## src/rtl/instruction_memory_pkg.sv

```systemverilog
// ---------------------------------------------------------------------------
// instruction_memory_pkg
// Shared constants for the IF-stage instruction memory and the program
// counter defaults: default sizes, the NOP encoding returned for unloaded
// or out-of-range addresses, and the byte-to-word packing factor.
// ---------------------------------------------------------------------------
package instruction_memory_pkg;

   localparam int DEFAULT_PC_SIZE        = 32;
   localparam int DEFAULT_INST_MEM_WORDS = 64;
   localparam int DEFAULT_WORD_SIZE      = 32;
   localparam int DEFAULT_BYTE_SIZE      = 8;
   localparam int BYTES_PER_WORD         = 4;

   // sll $0,$0,0 -- the all-zero word is a harmless NOP
   localparam logic [31:0] INST_NOP = 32'h0000_0000;

   // Width of a counter that must hold 0..words inclusive
   function automatic int count_width(input int words);
      return $clog2(words) + 1;
   endfunction

endpackage

```

## src/rtl/instruction_memory_if.sv

```systemverilog
// ---------------------------------------------------------------------------
// instruction_memory_if
// Bus between the instruction memory and its clients (debug loader and PC).
//   i_clear       program clear (empties memory logically)
//   i_inst_write  byte strobe from the debug loader
//   i_inst_byte   load byte, most significant byte of the word first
//   i_pc          byte address from the program counter
//   o_instruction instruction word at i_pc (combinational)
//   o_full        memory holds MEM_SIZE_WORDS words
//   o_empty       memory holds no words
//   o_word_count  number of complete words loaded
// master: the client side (drives the i_* signals)
// slave : the memory side (drives the o_* signals)
// ---------------------------------------------------------------------------
interface instruction_memory_if
   import instruction_memory_pkg::*;
#(
   parameter int PC_SIZE        = DEFAULT_PC_SIZE,
   parameter int WORD_SIZE      = DEFAULT_WORD_SIZE,
   parameter int BYTE_SIZE      = DEFAULT_BYTE_SIZE,
   parameter int MEM_SIZE_WORDS = DEFAULT_INST_MEM_WORDS
);

   localparam int CNT_W = count_width(MEM_SIZE_WORDS);

   logic                 i_clear;
   logic                 i_inst_write;
   logic [BYTE_SIZE-1:0] i_inst_byte;
   logic [PC_SIZE-1:0]   i_pc;
   logic [WORD_SIZE-1:0] o_instruction;
   logic                 o_full;
   logic                 o_empty;
   logic [CNT_W-1:0]     o_word_count;

   modport master (
      output i_clear, i_inst_write, i_inst_byte, i_pc,
      input  o_instruction, o_full, o_empty, o_word_count
   );

   modport slave (
      input  i_clear, i_inst_write, i_inst_byte, i_pc,
      output o_instruction, o_full, o_empty, o_word_count
   );

endinterface

```

## src/rtl/instruction_memory_assembler.sv

```systemverilog
// ---------------------------------------------------------------------------
// inst_byte_assembler
// Packs a big-endian byte stream into words. The first three bytes of a word
// are held in an assembly register; the fourth byte is combined with them and
// presented together with a one-cycle o_word_valid in the same cycle, so the
// parent commits the word on that very edge.
// Ports:
//   i_clk, i_reset   clock, synchronous active-high reset
//   i_clear          synchronous clear, discards a partial word
//   i_enable         accept i_byte this cycle (already gated by the parent)
//   i_byte           incoming byte
//   o_word_valid     complete word available this cycle
//   o_word           {assembled bytes, i_byte}
// ---------------------------------------------------------------------------
module inst_byte_assembler
   import instruction_memory_pkg::*;
#(
   parameter int BYTE_SIZE = DEFAULT_BYTE_SIZE,
   parameter int WORD_SIZE = DEFAULT_WORD_SIZE
) (
   input  logic                 i_clk,
   input  logic                 i_reset,
   input  logic                 i_clear,
   input  logic                 i_enable,
   input  logic [BYTE_SIZE-1:0] i_byte,
   output logic                 o_word_valid,
   output logic [WORD_SIZE-1:0] o_word
);

   localparam int ASM_W = WORD_SIZE - BYTE_SIZE;
   localparam int IDX_W = $clog2(BYTES_PER_WORD);
   localparam logic [IDX_W-1:0] LAST_IDX = IDX_W'(BYTES_PER_WORD - 1);

   logic [IDX_W-1:0] byte_idx_q, byte_idx_d;
   logic [ASM_W-1:0] asm_q, asm_d;

   always_comb begin
      byte_idx_d   = byte_idx_q;
      asm_d        = asm_q;
      o_word_valid = 1'b0;
      o_word       = {asm_q, i_byte};
      if (i_enable) begin
         if (byte_idx_q == LAST_IDX) begin
            o_word_valid = 1'b1;
            byte_idx_d   = '0;
            asm_d        = '0;
         end else begin
            // byte k lands in slot (3-k): first byte ends up most significant
            asm_d[ASM_W-1 - int'(byte_idx_q)*BYTE_SIZE -: BYTE_SIZE] = i_byte;
            byte_idx_d = byte_idx_q + 1'b1;
         end
      end
   end

   always_ff @(posedge i_clk) begin
      if (i_reset || i_clear) begin
         byte_idx_q <= '0;
         asm_q      <= '0;
      end else begin
         byte_idx_q <= byte_idx_d;
         asm_q      <= asm_d;
      end
   end

endmodule

```

## src/rtl/instruction_memory.sv

```systemverilog
// ---------------------------------------------------------------------------
// instruction_memory
// IF-stage instruction memory. The debug unit loads the program one byte per
// cycle (MSB first); every four bytes form one word appended at the write
// pointer. The PC reads the word at its byte address combinationally; any
// word not yet loaded, or beyond the array, reads as NOP.
// Ports:
//   i_clk    clock, all state updates on the rising edge
//   i_reset  synchronous active-high reset (array contents are kept)
//   bus      instruction_memory_if.slave: clear, byte strobe/data, PC,
//            instruction, full/empty flags and word count
// ---------------------------------------------------------------------------
module instruction_memory
   import instruction_memory_pkg::*;
#(
   parameter int PC_SIZE        = DEFAULT_PC_SIZE,
   parameter int WORD_SIZE      = DEFAULT_WORD_SIZE,
   parameter int BYTE_SIZE      = DEFAULT_BYTE_SIZE,
   parameter int MEM_SIZE_WORDS = DEFAULT_INST_MEM_WORDS
) (
   input  logic                  i_clk,
   input  logic                  i_reset,
   instruction_memory_if.slave   bus
);

   localparam int AW    = $clog2(MEM_SIZE_WORDS);
   localparam int CNT_W = count_width(MEM_SIZE_WORDS);
   localparam logic [CNT_W-1:0] FULL_CNT = CNT_W'(MEM_SIZE_WORDS);

   logic [WORD_SIZE-1:0] mem_q [MEM_SIZE_WORDS];
   logic [CNT_W-1:0]     wr_ptr_q, wr_ptr_d;

   logic                 full;
   logic                 load_en;
   logic                 word_valid;
   logic [WORD_SIZE-1:0] word;

   logic [PC_SIZE-1:0]   pc_word;
   logic [AW-1:0]        rd_idx;
   logic                 rd_hit;

   assign full = (wr_ptr_q == FULL_CNT);

   // Strobes are dropped while full, and under reset/clear so that nothing
   // is committed on the edge that empties the memory.
   assign load_en = bus.i_inst_write && !full && !i_reset && !bus.i_clear;

   inst_byte_assembler #(
      .BYTE_SIZE (BYTE_SIZE),
      .WORD_SIZE (WORD_SIZE)
   ) u_asm (
      .i_clk        (i_clk),
      .i_reset      (i_reset),
      .i_clear      (bus.i_clear),
      .i_enable     (load_en),
      .i_byte       (bus.i_inst_byte),
      .o_word_valid (word_valid),
      .o_word       (word)
   );

   always_comb begin
      wr_ptr_d = wr_ptr_q;
      if (word_valid) wr_ptr_d = wr_ptr_q + 1'b1;
   end

   always_ff @(posedge i_clk) begin
      if (i_reset || bus.i_clear) wr_ptr_q <= '0;
      else                        wr_ptr_q <= wr_ptr_d;
   end

   // Array has no reset: stale contents are hidden by the wr_ptr gate below.
   always_ff @(posedge i_clk) begin
      if (word_valid) mem_q[wr_ptr_q[AW-1:0]] <= word;
   end

   // Full-width word-address compare: because wr_ptr never exceeds the depth,
   // this also rejects out-of-range PCs instead of letting the index alias.
   assign pc_word = bus.i_pc >> 2;
   assign rd_idx  = bus.i_pc[AW+1:2];
   assign rd_hit  = (pc_word < PC_SIZE'(wr_ptr_q));

   assign bus.o_instruction = rd_hit ? mem_q[rd_idx] : WORD_SIZE'(INST_NOP);
   assign bus.o_full        = full;
   assign bus.o_empty       = (wr_ptr_q == '0);
   assign bus.o_word_count  = wr_ptr_q;

endmodule

```

## src/flat_wrapper.sv

```systemverilog
// flat-port wrapper written by rule: the top's interface ports become plain ports
module instruction_memory_flat import instruction_memory_pkg::*;
#(
   parameter int PC_SIZE        = DEFAULT_PC_SIZE,
   parameter int WORD_SIZE      = DEFAULT_WORD_SIZE,
   parameter int BYTE_SIZE      = DEFAULT_BYTE_SIZE,
   parameter int MEM_SIZE_WORDS = DEFAULT_INST_MEM_WORDS
)
  (i_clk, i_reset, bus_i_clear, bus_i_inst_write, bus_i_inst_byte, bus_i_pc, bus_o_instruction, bus_o_full, bus_o_empty, bus_o_word_count);
  instruction_memory_if #(.PC_SIZE(PC_SIZE), .WORD_SIZE(WORD_SIZE), .BYTE_SIZE(BYTE_SIZE), .MEM_SIZE_WORDS(MEM_SIZE_WORDS)) bus_i ();
  input  logic i_clk;
  input  logic i_reset;
  input wire logic [$bits(bus_i.i_clear)-1:0] bus_i_clear;
  input wire logic [$bits(bus_i.i_inst_write)-1:0] bus_i_inst_write;
  input wire logic [$bits(bus_i.i_inst_byte)-1:0] bus_i_inst_byte;
  input wire logic [$bits(bus_i.i_pc)-1:0] bus_i_pc;
  output wire logic [$bits(bus_i.o_instruction)-1:0] bus_o_instruction;
  output wire logic [$bits(bus_i.o_full)-1:0] bus_o_full;
  output wire logic [$bits(bus_i.o_empty)-1:0] bus_o_empty;
  output wire logic [$bits(bus_i.o_word_count)-1:0] bus_o_word_count;
  assign bus_i.i_clear = bus_i_clear;
  assign bus_i.i_inst_write = bus_i_inst_write;
  assign bus_i.i_inst_byte = bus_i_inst_byte;
  assign bus_i.i_pc = bus_i_pc;
  assign bus_o_instruction = bus_i.o_instruction;
  assign bus_o_full = bus_i.o_full;
  assign bus_o_empty = bus_i.o_empty;
  assign bus_o_word_count = bus_i.o_word_count;
  instruction_memory #(.PC_SIZE(PC_SIZE), .WORD_SIZE(WORD_SIZE), .BYTE_SIZE(BYTE_SIZE), .MEM_SIZE_WORDS(MEM_SIZE_WORDS)) u_core (.i_clk(i_clk), .i_reset(i_reset), .bus(bus_i));
endmodule
```

## config.mk

```make
export PLATFORM = sky130hd
export DESIGN_NAME = instruction_memory_flat
export DESIGN_NICKNAME = d
export VERILOG_FILES = /design/src/rtl/instruction_memory_pkg.sv /design/src/rtl/instruction_memory_if.sv /design/src/rtl/instruction_memory_assembler.sv /design/src/rtl/instruction_memory.sv /design/src/flat_wrapper.sv
export SDC_FILE = /design/constraint.sdc
export NUM_CORES = 2
export LEC_CHECK = 0
export BUFFER_PORTS_ARGS = -buffer_cell sky130_fd_sc_hd__buf_2
export CORE_ASPECT_RATIO = 2
export CORE_UTILIZATION = 28
export DETAILED_ROUTE_END_ITERATION = 16
export PLACE_DENSITY_LB_ADDON = 0.05
export SLEW_MARGIN = 20
export SYNTH_ARGS = -nofsm -noshare
export SYNTH_HDL_FRONTEND = slang
export SYNTH_SLANG_ARGS = --single-unit
```

## constraint.sdc

```tcl
create_clock -name i_clk -period 8.4 [get_ports i_clk]
set_clock_uncertainty 0.1 [all_clocks]
set_input_delay 1.68 -clock i_clk [delete_from_list [all_inputs] [get_ports i_clk]]
set_output_delay 1.68 -clock i_clk [all_outputs]
set_load 0.05 [all_outputs]
```

==> results.json <==
{
  "crit_buf_inv": 2,
  "finalPower_mw": 21.2,
  "max_cap_viol_count": 0,
  "biggest_fanout_along_the_worst_timing_path": 42,
  "place_area_um2": 87200,
  "synth-edff-count": 2048,
  "rr_worst_depth": 8,
  "area_growth_syn_to_layout_pct": 15.7,
  "hold_viol_final": 0,
  "core_rows": 278,
  "critical_path.startpoint": "bus_i_pc[3]",
  "globalRouteTotalUtil_pct": 19.6,
  "detail_route.wl_per_cell_um": 36.4,
  "worstSetupPathType": "in2out",
  "die_w_um": 382,
  "r2r-start": "u_core.bus.o_word_count[0]$_SDFFE_PP0P_",
  "timing.hold.worst_path_depth": 2,
  "timing_max_transition_violations_final": 0,
  "port_buffers": 82,
  "timing.rr.end": "u_core.mem_q[36][24]$_DFFE_PP_",
  "antenna_violations_before_repair": 14,
  "htree_levels": 4,
  "vdd_ir_drop_max_mv": 0.147,
  "slew_headroom_pct": 22.0,
  "grt_max_degree": 73,
  "worst-endpoint-arrival_ps": 5270,
  "synth_mux_area_share_pct": 16.2,
  "clock_insertion_delay_at_the_later_pin_of_the_skew_report_ps": 870,
  "mappedNetlistNets": 3691,
  "clock-root-buffer": "clkbuf_16",
  "detailed_place_hpwl_um": 172000,
  "io_count": 85,
  "synth.cell_area_um2": 80700,
  "rsz0062_at_grt": "no",
  "synth_top_family_by_area": "multiplexers",
  "final_layout_size_suffix_gt1_share_pct": 28.5,
  "clock_net_sink_count": 2081,
  "synth_ff_type": "edfxtp_1",
  "clock.fmax_mhz": 142,
  "cts_tree": "built",
  "min-delay-path-class": "reg2reg",
  "worst_path_max_delay_cell": "nor2b_2",
  "synth_adder_area_share_pct": 0.186,
  "grt_pass1_wl_um": 387000,
  "postCtsSetupRepairBufs": 0,
  "drt_first_iter_violations": 2920,
  "gp_congestion": 0.722,
  "cts.hold.buffers_added": 0,
  "timing_worst_slew_pin_value_ps": 1170,
  "timing.critical_path.cells": "buf_8, nor2b_2, a221oi_1, o21ai_0, nand2_1, nor4_2, buf_2",
  "layout_common_cells": "2048 x edfxtp_1, 446 x mux4_2, 211 x buf_4",
  "synth-simple-area-share_pct": 2.02,
  "cts_inserted_buffers": 204,
  "finalInstanceArea_um2": 93400,
  "fp.dieArea_um2": 291000,
  "vias_in_the_first_global_route": 42040,
  "final_common_cell": "edfxtp_1",
  "core_region_um2": 287000,
  "worst-r2r-setup-slack_ps": 3900,
  "final_core_utilization_pct": 32.6,
  "synth_xor_xnor_area_share_pct": 0.0325,
  "critical_path_data_required_time_ps": 6620,
  "die_y_um": 761,
  "final.setup.tns_ps": 0,
  "final_min_period_over_clock_period_pct": 83.9,
  "synth_async_sr_flop_share_pct": 0,
  "cts_resized": 0,
  "synthesized_area_fraction_occupied_by_ao_oa_aoi_and_oai_cells_pct": 2.62,
  "detail_route.first_pass.iterations": 5,
  "ys_warn_count": 0,
  "clk_transition_reported_paths_ps": 70,
  "yosys_register_bits": 2081,
  "final_period_minus_worst_setup_slack_ps": 7050,
  "cp_num_cells": 7,
  "max_stage_delay_ps": 980,
  "final-setup-viol-count": 0,
  "drcViolationCount": 0,
  "via_count": 38992,
  "timing.critical_path.max_delay_family": "simple AND/OR/NAND/NOR gates",
  "synthesized_netlist_cell_count": 3635,
  "synth_cell_types": 72,
  "cts.path.max_buffers": 4,
  "synthesis.area_per_instance_um2": 22.2,
  "cp-end-kind": "primary output",
  "initial_core_util_pct": 28.2,
  "setup.worst_path.start_class": "input port",
  "vias_per_cell": 4.94,
  "route.antenna.remaining_nets": 0,
  "run_status": "completed",
  "grt_overflow": 0,
  "timing.hold.worst.start": "u_core.u_asm.asm_q[0]$_SDFFE_PP0P_",
  "detail_route.wirelength_um": 287000,
  "nNetsFinal": 4021,
  "hold_path_end": "u_core.u_asm.asm_q[0]$_SDFFE_PP0P_",
  "pwr_density_cell_nw_per_um2": 227,
  "ys_seq_area_share_pct": 77.0,
  "leakagePower_nw": 29.9
}
state kept, by name, indices dropped and copies added (netlist names):
signal,cells
u_core.mem_q,2048
u_core.bus.o_word_count,7
u_core.u_asm.asm_q,24
u_core.u_asm.byte_idx_q,2
per-layer routing:
layer	GRT usage (%)	up-vias	routed length [um]
met5	0	-	0
met4	4.21	0	5820
met2	37.5	789	160000
li1	-	16076	-
met1	23.6	21848	113000
met3	1.76	279	8330
worst min-delay path, cell delays in order (launching register included):
cell and delay (ps):
dfxtp_2 320, nand2_1 50, o21ai_0 60
through the flow:
stage | setup slack [ps] | cells | hold WS (ps)
3_3_place_gp | 893 | 7536 | 348
5_1_grt | 1190 | 7888 | 390
6_report | 1350 | 7895 | 369
3_5_place_dp | 1240 | 7539 | 358
2_1_floorplan | 1420 | 3635 | 403
4_1_cts | 1230 | 7887 | 368
synthesized netlist by cell type (all sizes together) (24+ instances only):
cell type  count  area, um^2
clkbuf        47         226
nand3         32         160
edfxtp      2048       61500
buf          151        1320
a22oi         43         323
mux2i        167        1670
nor2         129         487
dfxtp         33         661
mux4         484       11000
a21oi         40         200
o21ai         41         205
nor3          28         140
nand2b        24         150
o22ai         44         275
mux2          30         338
a221oi        33         308
nand2         65         246
where the power goes:
part	switching [mW]	internal [mW]	leakage, nW	total, mW
clock network	4.02	5.07	3.05	9.09
logic	0.531	0.288	7.06	0.819
registers	0.00527	11.3	19.8	11.3
total	4.55	16.6	29.9	21.2
cell families (layout without fill, tap and decap cells):
group	count (synthesis)	after routing
XOR/XNOR	3	3
adder cells (fa/ha/maj)	12	12
AO/OA/AOI/OAI	297	297
other	0	8
multiplexers	681	681
AND/OR/NAND/NOR	345	345
buffers and inverters	216	688
flip-flops	2081	2081
cell type report:
class / count / area (um^2)
well taps: 3780 / 4730
clock buffers: 259 / 5380
diodes: 8 / 20.0
fillers: 27317 / 193000
clock inverters: 89 / 883
flip-flops and latches: 2081 / 62200
repair buffers: 322 / 2640
inverters: 18 / 70.1
multi-input cells: 1338 / 17500
how the worst max path moves through the flow:
stage                                        to  slack, ps
final                     bus_o_instruction[26]       1350
after detailed placement  bus_o_instruction[12]       1240
after global placement    bus_o_instruction[26]        890
after CTS                 bus_o_instruction[12]       1230
after floorplan            bus_o_instruction[2]       1420
after global routing      bus_o_instruction[12]       1190
Power figures use the tool's default switching activity.
